## src/rtl/dmem_port_arbiter_pkg.sv

```systemverilog
// dmem_arb_pkg: state encodings, owner tags and default widths for the data-memory arbiter
package dmem_arb_pkg;
   localparam int DEF_ADDR_W = 12;
   localparam int DEF_DATA_W = 32;
   localparam logic [1:0] S_IDLE     = 2'd0;
   localparam logic [1:0] S_CPU      = 2'd1;
   localparam logic [1:0] S_IO       = 2'd2;
   localparam logic [1:0] S_IO_BURST = 2'd3;
   localparam logic OWNER_CPU = 1'b0;
   localparam logic OWNER_IO  = 1'b1;
   typedef struct packed {
      logic valid;
      logic owner;
   } rd_tag_t;
endpackage

```

## src/rtl/dmem_port_arbiter_if.sv

```systemverilog
// dmem_port_arbiter_if: CPU and IO request ports plus the shared synchronous data-memory port
interface dmem_port_arbiter_if
   import dmem_arb_pkg::*;
#(
   parameter int ADDR_W = DEF_ADDR_W,
   parameter int DATA_W = DEF_DATA_W
);
   logic              cpu_req, cpu_we, cpu_stall, cpu_rvalid;
   logic [31:0]       cpu_addr;
   logic [DATA_W-1:0] cpu_wdata, cpu_rdata;
   logic              io_req, io_we, io_lock, io_gnt, io_rvalid;
   logic [ADDR_W-1:0] io_addr;
   logic [DATA_W-1:0] io_wdata, io_rdata;
   logic [ADDR_W-1:0] address_dmem;
   logic [DATA_W-1:0] d_dmem, q_dmem;
   logic              wren;
   modport slave (
      input  cpu_req, cpu_we, cpu_addr, cpu_wdata, io_req, io_we, io_lock, io_addr, io_wdata, q_dmem,
      output cpu_stall, cpu_rdata, cpu_rvalid, io_gnt, io_rdata, io_rvalid, address_dmem, d_dmem, wren
   );
   modport master (
      output cpu_req, cpu_we, cpu_addr, cpu_wdata, io_req, io_we, io_lock, io_addr, io_wdata, q_dmem,
      input  cpu_stall, cpu_rdata, cpu_rvalid, io_gnt, io_rdata, io_rvalid, address_dmem, d_dmem, wren
   );
endinterface

```

## src/rtl/dmem_port_arbiter_sat_counter.sv

```systemverilog
// arb_sat_counter: up-counter that saturates at LIMIT, with synchronous clear
module arb_sat_counter #(
   parameter int W     = 4,
   parameter int LIMIT = 4
) (
   input  logic         clk,
   input  logic         rst,
   input  logic         inc,
   input  logic         clr,
   output logic [W-1:0] count,
   output logic         at_limit
);
   assign at_limit = count == W'(LIMIT);
   always_ff @(posedge clk)
      if (rst || clr) count <= '0;
      else if (inc && !at_limit) count <= count + W'(1);
endmodule

```

## src/rtl/dmem_port_arbiter.sv

```systemverilog
// dmem_port_arbiter: shares one synchronous data-memory port between the CPU and the IO engine,
// with CPU-first priority, IO starvation relief, bounded IO bursts and read-data return routing.
module dmem_port_arbiter
   import dmem_arb_pkg::*;
#(
   parameter int ADDR_W       = DEF_ADDR_W,
   parameter int DATA_W       = DEF_DATA_W,
   parameter int STARVE_LIMIT = 4,
   parameter int MAX_BURST    = 8
) (
   input logic clk,
   input logic rst,
   dmem_port_arbiter_if.slave bus
);
   logic [1:0]        state;
   logic [3:0]        starve_cnt, burst_cnt;
   logic              starve_max, burst_max, burst_live, burst_over, io_first;
   logic              cpu_gnt, io_gnt, io_burst;
   logic [ADDR_W-1:0] addr_q;
   logic [DATA_W-1:0] wdata_q, cpu_rdata_q, io_rdata_q;
   rd_tag_t           tag;
   logic              unused_bits;

   assign unused_bits = ^{bus.cpu_addr[31:ADDR_W], starve_cnt, burst_cnt};

   // An expired burst must hand at least one cycle to a waiting CPU.
   always_comb begin
      burst_live = state == S_IO_BURST && bus.io_lock && !burst_max;
      burst_over = state == S_IO_BURST && burst_max && bus.cpu_req;
      io_first   = bus.io_req && (starve_max || burst_live) && !burst_over;
      cpu_gnt    = !rst && bus.cpu_req && !io_first;
      io_gnt     = !rst && bus.io_req && !cpu_gnt;
      io_burst   = io_gnt && bus.io_lock;
   end

   arb_sat_counter #(.W(4), .LIMIT(STARVE_LIMIT)) u_starve (
      .clk(clk), .rst(rst), .inc(bus.io_req && !io_gnt), .clr(!bus.io_req || io_gnt),
      .count(starve_cnt), .at_limit(starve_max)
   );

   arb_sat_counter #(.W(4), .LIMIT(MAX_BURST)) u_burst (
      .clk(clk), .rst(rst), .inc(io_burst), .clr(!io_burst),
      .count(burst_cnt), .at_limit(burst_max)
   );

   // Idle cycles replay the last address/data so the memory pins never glitch.
   assign bus.cpu_stall    = !rst && bus.cpu_req && !cpu_gnt;
   assign bus.io_gnt       = io_gnt;
   assign bus.address_dmem = rst ? '0 : cpu_gnt ? bus.cpu_addr[ADDR_W-1:0] : io_gnt ? bus.io_addr : addr_q;
   assign bus.d_dmem       = rst ? '0 : cpu_gnt ? bus.cpu_wdata : io_gnt ? bus.io_wdata : wdata_q;
   assign bus.wren         = cpu_gnt ? bus.cpu_we : io_gnt && bus.io_we;
   assign bus.cpu_rvalid   = !rst && tag.valid && tag.owner == OWNER_CPU;
   assign bus.io_rvalid    = !rst && tag.valid && tag.owner == OWNER_IO;
   assign bus.cpu_rdata    = rst ? '0 : bus.cpu_rvalid ? bus.q_dmem : cpu_rdata_q;
   assign bus.io_rdata     = rst ? '0 : bus.io_rvalid ? bus.q_dmem : io_rdata_q;

   always_ff @(posedge clk)
      if (rst) begin
         state       <= S_IDLE;
         addr_q      <= '0;
         wdata_q     <= '0;
         cpu_rdata_q <= '0;
         io_rdata_q  <= '0;
         tag         <= '0;
      end else begin
         state       <= cpu_gnt ? S_CPU : io_gnt ? (bus.io_lock ? S_IO_BURST : S_IO) : S_IDLE;
         addr_q      <= bus.address_dmem;
         wdata_q     <= bus.d_dmem;
         cpu_rdata_q <= bus.cpu_rdata;
         io_rdata_q  <= bus.io_rdata;
         tag         <= '{valid: (cpu_gnt && !bus.cpu_we) || (io_gnt && !bus.io_we),
                          owner: io_gnt ? OWNER_IO : OWNER_CPU};
      end
endmodule
```

## src/flat_wrapper.sv

```systemverilog
// flat-port wrapper written by rule: the top's interface ports become plain ports
module dmem_port_arbiter_flat import dmem_arb_pkg::*;
#(
   parameter int ADDR_W       = DEF_ADDR_W,
   parameter int DATA_W       = DEF_DATA_W,
   parameter int STARVE_LIMIT = 4,
   parameter int MAX_BURST    = 8
)
  (clk, rst, bus_cpu_req, bus_cpu_we, bus_cpu_addr, bus_cpu_wdata, bus_io_req, bus_io_we, bus_io_lock, bus_io_addr, bus_io_wdata, bus_q_dmem, bus_cpu_stall, bus_cpu_rdata, bus_cpu_rvalid, bus_io_gnt, bus_io_rdata, bus_io_rvalid, bus_address_dmem, bus_d_dmem, bus_wren);
  dmem_port_arbiter_if #(.ADDR_W(ADDR_W), .DATA_W(DATA_W)) bus_i ();
  input logic clk;
  input logic rst;
  input wire logic [$bits(bus_i.cpu_req)-1:0] bus_cpu_req;
  input wire logic [$bits(bus_i.cpu_we)-1:0] bus_cpu_we;
  input wire logic [$bits(bus_i.cpu_addr)-1:0] bus_cpu_addr;
  input wire logic [$bits(bus_i.cpu_wdata)-1:0] bus_cpu_wdata;
  input wire logic [$bits(bus_i.io_req)-1:0] bus_io_req;
  input wire logic [$bits(bus_i.io_we)-1:0] bus_io_we;
  input wire logic [$bits(bus_i.io_lock)-1:0] bus_io_lock;
  input wire logic [$bits(bus_i.io_addr)-1:0] bus_io_addr;
  input wire logic [$bits(bus_i.io_wdata)-1:0] bus_io_wdata;
  input wire logic [$bits(bus_i.q_dmem)-1:0] bus_q_dmem;
  output wire logic [$bits(bus_i.cpu_stall)-1:0] bus_cpu_stall;
  output wire logic [$bits(bus_i.cpu_rdata)-1:0] bus_cpu_rdata;
  output wire logic [$bits(bus_i.cpu_rvalid)-1:0] bus_cpu_rvalid;
  output wire logic [$bits(bus_i.io_gnt)-1:0] bus_io_gnt;
  output wire logic [$bits(bus_i.io_rdata)-1:0] bus_io_rdata;
  output wire logic [$bits(bus_i.io_rvalid)-1:0] bus_io_rvalid;
  output wire logic [$bits(bus_i.address_dmem)-1:0] bus_address_dmem;
  output wire logic [$bits(bus_i.d_dmem)-1:0] bus_d_dmem;
  output wire logic [$bits(bus_i.wren)-1:0] bus_wren;
  assign bus_i.cpu_req = bus_cpu_req;
  assign bus_i.cpu_we = bus_cpu_we;
  assign bus_i.cpu_addr = bus_cpu_addr;
  assign bus_i.cpu_wdata = bus_cpu_wdata;
  assign bus_i.io_req = bus_io_req;
  assign bus_i.io_we = bus_io_we;
  assign bus_i.io_lock = bus_io_lock;
  assign bus_i.io_addr = bus_io_addr;
  assign bus_i.io_wdata = bus_io_wdata;
  assign bus_i.q_dmem = bus_q_dmem;
  assign bus_cpu_stall = bus_i.cpu_stall;
  assign bus_cpu_rdata = bus_i.cpu_rdata;
  assign bus_cpu_rvalid = bus_i.cpu_rvalid;
  assign bus_io_gnt = bus_i.io_gnt;
  assign bus_io_rdata = bus_i.io_rdata;
  assign bus_io_rvalid = bus_i.io_rvalid;
  assign bus_address_dmem = bus_i.address_dmem;
  assign bus_d_dmem = bus_i.d_dmem;
  assign bus_wren = bus_i.wren;
  dmem_port_arbiter #(.ADDR_W(ADDR_W), .DATA_W(DATA_W), .STARVE_LIMIT(STARVE_LIMIT), .MAX_BURST(MAX_BURST)) u_core (.clk(clk), .rst(rst), .bus(bus_i));
endmodule
```

## config.mk

```make
export PLATFORM = sky130hd
export DESIGN_NAME = dmem_port_arbiter_flat
export DESIGN_NICKNAME = d
export VERILOG_FILES = /design/src/rtl/dmem_port_arbiter_pkg.sv /design/src/rtl/dmem_port_arbiter_if.sv /design/src/rtl/dmem_port_arbiter_sat_counter.sv /design/src/rtl/dmem_port_arbiter.sv /design/src/flat_wrapper.sv
export SDC_FILE = /design/constraint.sdc
export NUM_CORES = 1
export LEC_CHECK = 0
export ABC_AREA = 1
export BUFFER_PORTS_ARGS = -buffer_cell sky130_fd_sc_hd__buf_2
export CAP_MARGIN = 40
export CORE_UTILIZATION = 40
export CTS_CLUSTER_SIZE = 28
export DETAILED_ROUTE_END_ITERATION = 10
export GPL_TIMING_DRIVEN = 0
export HOLD_SLACK_MARGIN = 0.06
export PLACE_DENSITY_LB_ADDON = 0.05
export SLEW_MARGIN = 10
export SYNTH_ARGS = -nofsm -noshare
export SYNTH_HDL_FRONTEND = slang
export SYNTH_SLANG_ARGS = --single-unit
```

## constraint.sdc

```tcl
create_clock -name clk -period 2.2 [get_ports clk]
set_input_delay 0.11 -clock clk [delete_from_list [all_inputs] [get_ports clk]]
set_output_delay 0.11 -clock clk [all_outputs]
set_load 0.01 [all_outputs]
```

* Word level (Yosys, flattened, before mapping) *
Index checks and enable logic that the tools add are counted.

word-level totals
  output and inout port bits = 113
  memories = 0
  input port bits = 147
  bits in latches = 0
  bits in registers = 120
  logic and storage cells = 70
  RAM bits = 0
  ROM bits = 0

operators by class
  add/subtract/negate cells = 2
  mux-type cells = 15
  reduce and logical (&&, ||, !) cells = 38
  shift operators = 0
  eq/ne operators = 3
  magnitude comparators = 0
  multipliers = 0
  bitwise logic cells = 2
  div/mod/pow operators = 0

operators with widths
  cell                                                  number
  2-to-1 mux 32 bit                                     7
  2-to-1 mux 12 bit                                     3
  logical AND 1 bit                                     21
  logical NOT 1 bit                                     11
  adder 4 x 1 -> 4 bit (second input constant)          2
  logical OR 1 bit                                      5
  2-to-1 mux 1 bit                                      5
  equality test 4 x 3 -> 1 bit (second input constant)  1
  equality test 4 bit (second input constant)           1
  OR reduction 3 bit                                    1
  equality test 2 bit (second input constant)           1
  inverter 1 bit                                        2

* Longest topological paths before layout *
Gate-level depths: netlist of run 1.

  word-level depth = 13
  gate-level depth with buffers = 11
  mapped depth without buffers = 11

* Modules after synthesis *
A second synthesis of run 1 with hierarchy kept.

unflattened totals
  cell total of the unflattened synthesis = 868
  area, all modules = 5764.3 µm²

modules (own cells, without submodules)
  module                              times used  area each (µm²)  seq. area each (µm²)  cells each
  dmem_port_arbiter                   1           5297.6           2242.2                799
  arb_sat_counter at u_core.u_starve  1           242.7            80.1                  36
  arb_sat_counter at u_core.u_burst   1           224.0            80.1                  33

* Worst setup path before layout of run 1 *
No wires, ideal clock.

  path type = reg-to-output
  start point = reg u_core.u_burst.count[0]
  end point = out bus_address_dmem[11]
  path buffers = 2
  cell stages (with the launch flop) = 10
  data arrival time = 1.606 ns
  setup slack = 0.484 ns
  required time = 2.090 ns
  cell sequence = dfxtp_1 -> inv_1 -> ha_1 -> nand3_2 -> nor2_1 -> nor2_2 -> a21boi_2 -> buf_6 -> buf_2 -> o31ai_1

between the ends
  longest elaborated chain between the ends = 13
  elaborated cells on any way between the ends = 16
  those cells by class = 1 x eq/ne; 3 x mux; 12 x reduce/logical

RTL lines
  what                              line                                 text
  from (decl)                       dmem_port_arbiter_sat_counter.sv:10  output logic [W-1:0] count,
  from (signal assigned)            dmem_port_arbiter_sat_counter.sv:16  else if (inc && !at_limit) count <= count + W'(1);
  equality test 4 bit *             dmem_port_arbiter_sat_counter.sv:13  assign at_limit = count == W'(LIMIT);
  logical NOT 1 bit                 dmem_port_arbiter.sv:28              burst_live = state == S_IO_BURST && bus.io_lock && !burst_max;
  logical AND 1 bit                 dmem_port_arbiter.sv:28
  logical OR 1 bit                  dmem_port_arbiter.sv:30              io_first = bus.io_req && (starve_max || burst_live) && !burst_over;
  logical AND 1 bit                 dmem_port_arbiter.sv:30
  logical AND 1 bit *               dmem_port_arbiter.sv:30
  logical NOT 1 bit *               dmem_port_arbiter.sv:31              cpu_gnt = !rst && bus.cpu_req && !io_first;
  logical AND 1 bit *               dmem_port_arbiter.sv:31
  logical NOT 1 bit                 dmem_port_arbiter.sv:32              io_gnt = !rst && bus.io_req && !cpu_gnt;
  logical AND 1 bit                 dmem_port_arbiter.sv:32
  2-to-1 mux 12 bit                 dmem_port_arbiter.sv:49              assign bus.address_dmem = rst ? '0 : cpu_gnt ? bus.cpu_addr[ADDR_W-1:0] : io_gnt ? bus.io_addr : addr_q;
  2-to-1 mux 12 bit * (2 in a row)  dmem_port_arbiter.sv:49
  to (decl)                         flat_wrapper.sv:29                   output wire logic [$bits(bus_i.address_dmem)-1:0] bus_address_dmem;

Mark *: on every way between the ends. The rest lies on a longest branch, timed or not.

* Worst setup path after layout of run 1 *
Same ends and word-level chain as after synthesis.

==> summary.md, run 1 <==
| Metric | Value |
|---|---|
| # diodes | 0 |
| Max Slew Vio Count | 0 |
| Synth async-reset ratio | 0% |
| Critical Path AT | 2090 ps |
| Area after DPL | just under 7000 µm² |
| FF+latch count, synth | 120 |
| Slew HR | between 50 and 60% |
| Root Buffer | clkbuf_16 |
| Final setup TNS | 0 ps |
| Total Wirelength | between 15,000 and 20,000 µm |
| Clock-pin slew on the worst setup and hold paths | approximately 50 ps |
| EDFF count, synth | 0 |
| Largest net degree at the start of global routing | 17 |
| Max clock buf depth | 2 |
| TritonCTS Buffers | 17 |
| Worst-path cell chain | inv_2, ha_4, nand3_4, nand2_2, nand2_4, a21boi_4, buf_8, buf_4, o31ai_2, buf_2 |
| PwrDens | between 600 and 700 nW/µm² |
| Ports | 260 |
| Worst-path maximum fanout | 10 |
| Worst Hold Endpoint | u_core.wdata_q[18] |
| Area growth from synthesis to layout | 60.2% |
| Vias in the first global route | 6,047 |
| DRC viols | 0 |
| Detailed-router iteration count before antenna repair | 5 |
| Chip Height | 119 µm |
| RSZ-0062 raised after global routing | yes |
| Warnings from Yosys | 0 |
| Std-Cell Rows | 42 |
| Fin crit share | between 90% and 100% |
| Worst-margin pin slew | between 700 and 800 ps |
| First-pass GRT wire length | 28,500 µm |
| PortBufs | 238 |
| Cells after Synth | approximately 700 |
| FF-to-FF path depth | 11 |
| Status | completed |
| Critical Path End Type | output port |
| Final hold vios | 0 |
| Instance count on the critical path | 10 |
| Delay of the slowest critical-path stage | ~330 ps |
| GR Util All Layers | 25.0% |
| Starting Density | between 40% and 50% |
| Unique masters post-synth | 28 |
| Post-Syn Area | approximately 5500 µm² |
| Post-DRT Antenna Nets | 0 |
| Worst Skew | 11.4 ps |
| CP max stage cell | dfxtp_2 |
| RR Endpoint | u_core.addr_q[3] |
| Die Wd | between 100 and 150 µm |
| Worst path top cell family by delay | buffers and inverters |
| Worst-Skew Late Latency | 420 ps |
| CTS H-Tree Depth | 4 |
| Via-to-Cell Ratio | between 5 and 6 |
| Syn Nets | 849 |
| Main flop type after synthesis | dfxtp_1 |
| WP data required | around 2100 ps |
| CP Class | reg2out |
| Vias | 6,433 |
| Area of the die | roughly 14,000 µm² |
| Clock sink count | 120 |
| Maxcap violations | 0 |
| CTS tree | yes |
| Final-report setup violation count | 0 |
| FMAX | 456 MHz |
| Share of cells above drive strength 1 | a little over a third |
| Bufs and invs on worst path | 4 |
| Wire length per cell | between 10 and 15 µm |
| VDD IR-drop max | approximately 0.54 mV |
| Core area | 13,300 µm² |
| Final nets | about 1,200 |
| Seq/Total Area, Yosys | 43.6% |
| Min-delay src | bus_io_wdata[18] |
| Hpwl dp | approximately 12,000 µm |
| R2R setup slack | 80 ps |
| Leak | roughly 4.4 nW |
| DRT iter0 DRCs | 414 |
| Hold Path Class | in2reg |
| Hold path depth | 4 |
| Gr ovfl total | 0 |
| CP Launch Type | flip-flop |
| FF-to-FF Start | u_core.u_burst.count[0] |
| Final Critical Period | roughly 2200 ps |
| Initial antenna violation count | 0 |
| Placer congestion estimate | about 0.8 |
| Avg Cell Area, Syn | between 7 and 8 µm² |
| Final Cell Area | approximately 9000 µm² |
placed cells by master (no fill, tap or decap), types with 10 or more instances in the layout:
master	instances
buf_2	252
buf_4	13
clkbuf_1	31
clkbuf_16	19
dfxtp_1	117
dlygate4sd3_1	82
inv_1	11
mux2i_1	27
nand2_1	179
nand2_2	18
nand2_4	10
nand3_1	21
o211a_1	34
o21ai_0	128
o31ai_1	36
o31ai_2	17
per-layer routing:
layer,track usage [%],vias up,share of wire (%)
li1,-,3137,-
met1,31.1,2998,44
met2,41.3,257,49
met3,4.50,41,4.8
met4,13.0,0,2.8
met5,0,-,0
flip-flops by register name, indices dropped and copies added, names as in the netlist:
| signal | count |
|---|---|
| u_core.wdata_q | 32 |
| u_core.cpu_rdata_q | 32 |
| u_core.io_rdata_q | 32 |
| u_core.addr_q | 12 |
| u_core.state | 2 |
| u_core.u_starve.count | 4 |
| u_core.u_burst.count | 4 |
| u_core.tag | 2 |
cell type report:
cell class	count	area (µm²)
Buffer	56	329
Clock buffer	23	488
Clock inverter	9	120
Fill cell	1131	4520
Inverter	17	63.8
Multi-Input combinational cell	505	3060
Sequential cell	120	2410
Tap cell	176	220
Timing Repair Buffer	332	2140
worst register-to-register path, stage by stage, from the launching register on:
cell and delay, ps:
dfxtp_2 340, inv_2 50, ha_4 170, nand3_4 90
nor2_4 50, nor2_4 140, nand2_2 90, nand2_4 150
buf_8 170, nand3_1 100, o211a_1 120, dlygate4sd3_1 540
cell families (layout without fill, tap and decap cells):
kind of cell | Yosys count | in the layout | synth area share (%)
AO/OA/AOI/OAI | 226 | 226 | 26.3
XOR/XNOR | 4 | 4 | 0.636
adder cells (fa/ha/maj) | 4 | 4 | 0.908
buffers and inverters | 73 | 437 | 5.88
flip-flops | 120 | 120 | 43.6
multiplexers | 27 | 27 | 4.90
AND/OR/NAND/NOR | 244 | 244 | 17.8
power breakdown:
part | internal (mW) | switching [mW]
Clock | 1.89 | 0.966
Combinational | 0.471 | 0.516
Sequential | 2.29 | 0.0325
what timing repair did:
item	4_1_cts	5_1_grt
buffers inserted	3	5
hold endpoints to repair	114	0
gates cloned	2	2
gates resized for setup	30	67
setup endpoints to repair	45	77
pin swaps	3	5
hold buffers	82	0
worst max-delay path by stage:
stage,slack (ps),end,start
after floorplan,480,bus_address_dmem[11],u_core.u_burst.count[0]
after global routing,-100,bus_d_dmem[6],u_core.u_burst.count[0]
after CTS,-1,bus_d_dmem[2],u_core.u_burst.count[0]
final,5,bus_address_dmem[11],u_core.u_burst.count[0]
after detailed placement,220,bus_d_dmem[0],u_core.u_burst.count[0]
after global placement,270,bus_cpu_rdata[25],rst
through the flow:
step | power [mW] | worst slack [ps] | hold slack, ps | util, % | instances
2_1_floorplan | 2.80 | 484 | 218 | - | 698
3_3_place_gp | 3.12 | 266 | 328 | 51.9 | 1112
3_5_place_dp | 3.13 | 217 | 339 | 51.9 | 1112
4_1_cts | 6.14 | -1.45 | 62.6 | 63.6 | 1231
5_1_grt | 6.40 | -95.5 | 93.3 | 66.1 | 1238
6_report | 6.17 | 4.84 | 69.9 | 66.1 | 1238
synthesized netlist by cell type (all sizes together) (2+ instances only):
cell type	n	area [µm²]
buf	27	151
a21oi	6	30.0
nor2	8	37.5
dfxtp	120	2400
inv	17	63.8
clkbuf	29	109
xor2	3	26.3
mux2i	27	270
o211a	34	340
nand3	26	135
o31ai	54	405
o21ai	128	641
ha	4	50.1
nand4	2	12.5
nand2	207	790
(Power assumes the default switching activity.)
==> run 2, diff against run 1 <==
Settings changed: ABC_AREA 1 to 0, CORE_UTILIZATION 40 to 43.
Clock period 2.2 ns to 1.9 ns, I/O delays scaled along.
==> run 2 against run 1 <==
  * The flow now finishes with violations (negative setup slack)
  * Clock skew is 2.6 ps lower
  * Clock power is 17% higher
  * Final area is 14% higher
  * Synthesized area is 3.8% higher
  * Total power is 22% higher
  * Non-clock buffer count is 34 higher
  * Setup slack worse by 560 ps
  * Critical path type unchanged
  * Critical endpoint is now bus_address_dmem[3]
  * Largest cell class unchanged
  * Highest routed layer unchanged
==> summary.md, run 2 <==
| Metric | Value |
|---|---|
| CP Launch Type | flip-flop |
| Internal | between 5 and 6 mW |
| FF+latch count, synth | 120 |
| Worst-path maximum fanout | 10 |
| Vias in the first global route | roughly 6,600 |
| Top post-synthesis cells by count | nand2_1 (134), dfxtp_1 (120), o31ai_1 (88) |
| Hpwl dp | around 13,000 µm |
| Worst-Skew Late Latency | 410 ps |
| Unique masters post-synth | 33 |
| Clock sink count | 120 |
| Worst Skew | between 8 and 9 ps |
| Clock power share | between 40% and 50% |
| CP Class | reg2out |
| Final nets | ~1,200 |
| Root Buffer | clkbuf_16 |
| Clock-pin slew on the worst setup and hold paths | 60 ps |
| R2R setup slack | -200 ps |
| Avg Cell Area, Syn | roughly 8.4 µm² |
| Area growth from synthesis to layout | 76.5% |
| Max clock buf depth | 2 |
| RSZ-0062 raised after global routing | yes |
| Regs by FF count | u_core.cpu_rdata_q x32, u_core.io_rdata_q x32, u_core.wdata_q x32 |
| Final Cell Area | roughly 10,000 µm² |
| Core area | about 13,000 µm² |
| Commonest non-fill, non-tap cell in the layout | buf_2 |
| TritonCTS Buffers | 17 |
| Critical Path End Type | output port |
| Wire length per cell | approximately 19 µm |
| Vias | around 7,000 |
| Finished Core Util | between 70% and 80% |
| Post-Layout Cell Count | ~1,200 |
| Chip Height | ~120 µm |
| Min-delay src | bus_io_wdata[14] |
| Leak | between 4 and 5 nW |
| Dpl ws | -381 ps |
| Share of cells above drive strength 1 | 40.4% |
| Metal3 WL | approximately 1500 µm |
| Failing checks | negative setup slack |
| Sequential share of power | between 30% and 40% |
| Synth area leader | dfxtp_1 |
| RR Endpoint | u_core.tag[1] |
| Largest net degree at the start of global routing | 17 |
| Gr ovfl total | 0 |
| Net Switching | 1.93 mW |
| Cells after Synth | just under 700 |
| Status | complete, but fails checks |
| Post-Syn Area | between 5000 and 6000 µm² |
| DRT iter0 DRCs | 396 |
| Most frequent cells in the layout | buf_2 (244), nand2_1 (134), dfxtp_1 (115) |
| Hold Path Class | in2reg |
| Ranking of synthesized cells by area | dfxtp_1 (42%), o31ai_1 (12%), nand2_1 (8.8%), mux2i_1 (8.1%), o21ai_0 (5.5%) |
| Area after DPL | approximately 7100 µm² |
| CTS tree | yes |
| Final Critical Period | 2460 ps |
| PwrDens | 744 nW/µm² |
| Via-to-Cell Ratio | around 5.5 |
| Detailed-router iteration count before antenna repair | 5 |
| Initial antenna violation count | 2 |
| Hold path depth | 3 |
| VDD IR-drop max | 0.524 mV |
| Fin crit share | 129% |
| Area share of the largest cell type after synthesis | 42.0% |
| Sw Share | 25.7% |
| Synth async-reset ratio | 0% |
| GR Util All Layers | a little under 30% |
| Final-report setup violation count | 93 |
| WP data required | between 1500 and 2000 ps |
| Warnings from Yosys | 0 |
| Die Wd | ~120 µm |
| Area of the die | roughly 14,000 µm² |
| Final hold vios | 0 |
| Maxcap violations | 0 |
| Final total power | around 7.5 mW |
| FF-to-FF path depth | 9 |
| Combinational group share of total power | 19.6% |
| WL met1 | ~9000 µm |
| Placer congestion estimate | between 0.9 and 1 |
| Max Slew Vio Count | 0 |
| FF-to-FF Start | u_core.u_starve.count[0] |
| Seq/Total Area, Yosys | a little over two fifths |
| Ports | 260 |
| FMAX | a little over 400 MHz |
| Placed cell count | between 1,000 and 1,500 |
| Post-DRT Antenna Nets | 0 |
| Main flop type after synthesis | dfxtp_1 |
| DRC viols | 0 |
| Syn Nets | roughly 830 |
| CTS H-Tree Depth | 4 |
| Slew HR | 23.4% |
| PortBufs | roughly 240 |
| Starting Density | about 45% |
| Final setup margin | -557 ps |
| Worst-margin pin slew | ~1100 ps |
| Total Wirelength | between 20,000 and 25,000 µm |
| Std-Cell Rows | roughly 40 |
| Met2 Routed Length | approximately 12,000 µm |
| EDFF count, synth | 0 |
| First-pass GRT wire length | ~33,000 µm |
| Top Metal Used | met4 |
| Most frequent cell after synthesis | nand2_1 |
| Critical Path AT | 2360 ps |
| Worst Hold Endpoint | u_core.wdata_q[14] |
[run 2: cell types whose count changed after synthesis, sizes merged, moves of 11 or more]
cell    previous run  this run
nand3             26        50
o21ai            128        69
nand2            207       134
mux2i             27        46
o31ai             54        88
o211a             34         0
nand3b             0        35
nand2b             0        34
inv               17         5
clkbuf            29        40
[run 2: repair_timing]
| item | 4_1_cts | 5_1_grt |
|---|---|---|
| gates resized for setup | 109 | 120 |
| setup endpoints to repair | 154 | 139 |
| gates cloned | 2 | 4 |
| pin swaps | 12 | 10 |
| hold buffers | 103 | 0 |
| buffers inserted | 15 | 7 |
| endpoints found under the hold margin | 112 | 0 |
[run 2: how the worst max path moves through the flow]
stage	startpoint	endpoint	slack (ps)	depth (start not counted)
after floorplan	u_core.u_starve.count[0]	bus_address_dmem[10]	70	8
after global placement	u_core.u_starve.count[0]	bus_address_dmem[0]	-320	8
after detailed placement	u_core.u_starve.count[0]	bus_address_dmem[0]	-380	8
after CTS	u_core.u_starve.count[0]	bus_d_dmem[10]	-440	9
after global routing	u_core.u_starve.count[0]	bus_d_dmem[8]	-650	10
final	u_core.u_starve.count[0]	bus_address_dmem[3]	-560	8
[run 2: worst max-delay path: stages, from the launching register on]
cell      delay, ps
dfxtp_2         350
inv_2            60
ha_4            150
and3b_2         240
o221ai_4        270
buf_2           290
nand3_1         260
o31ai_4         150
buf_2           180
[run 2: power groups by stage]
stage,Combinational [mW],Sequential [mW],Clock [mW]
after floorplan,0.520,2.73,0
after global placement,0.885,2.74,0
after detailed placement,0.905,2.74,0
after CTS,1.22,2.69,3.36
after global routing,1.56,2.71,3.52
final,1.48,2.70,3.33
[run 2: metrics by stage]
| stage | setup TNS (ps) | hold slack [ps] |
|---|---|---|
| global route | -30670 | 110 |
| finish | -25140 | 89.0 |
| CTS | -20010 | 61.8 |
| detailed placement | -21310 | 319 |
| floorplan | 0 | 193 |
| global placement | -17060 | 316 |
[run 2: layer usage]
layer / GRT usage [%] / up-vias
met5: 0 / -
met4: 14.6 / 0
met3: 6.27 / 81
met2: 50.1 / 350
met1: 35.0 / 3245
li1: - / 3194
[run 2: area by class of cell]
| type | instances | area, µm² |
|---|---|---|
| fill | 802 | 2680 |
| buffer | 53 | 408 |
| inverter | 5 | 18.8 |
| timing repair buffer | 369 | 2600 |
| clock buffer | 23 | 458 |
| clock inverter | 9 | 148 |
| antenna | 3 | 7.51 |
| multi-input combinational | 494 | 3830 |
| tap | 172 | 215 |
| sequential | 120 | 2410 |
[run 2: cell families after synthesis]
kind of cell             count (synthesis)  share of synthesized area [%]
flip-flops                             120                           42.0
AND/OR/NAND/NOR                        271                           23.6
multiplexers                            46                           8.05
AO/OA/AOI/OAI                          170                           19.3
XOR/XNOR                                 3                          0.460
buffers and inverters                   63                           5.62
adder cells (fa/ha/maj)                  4                          0.875
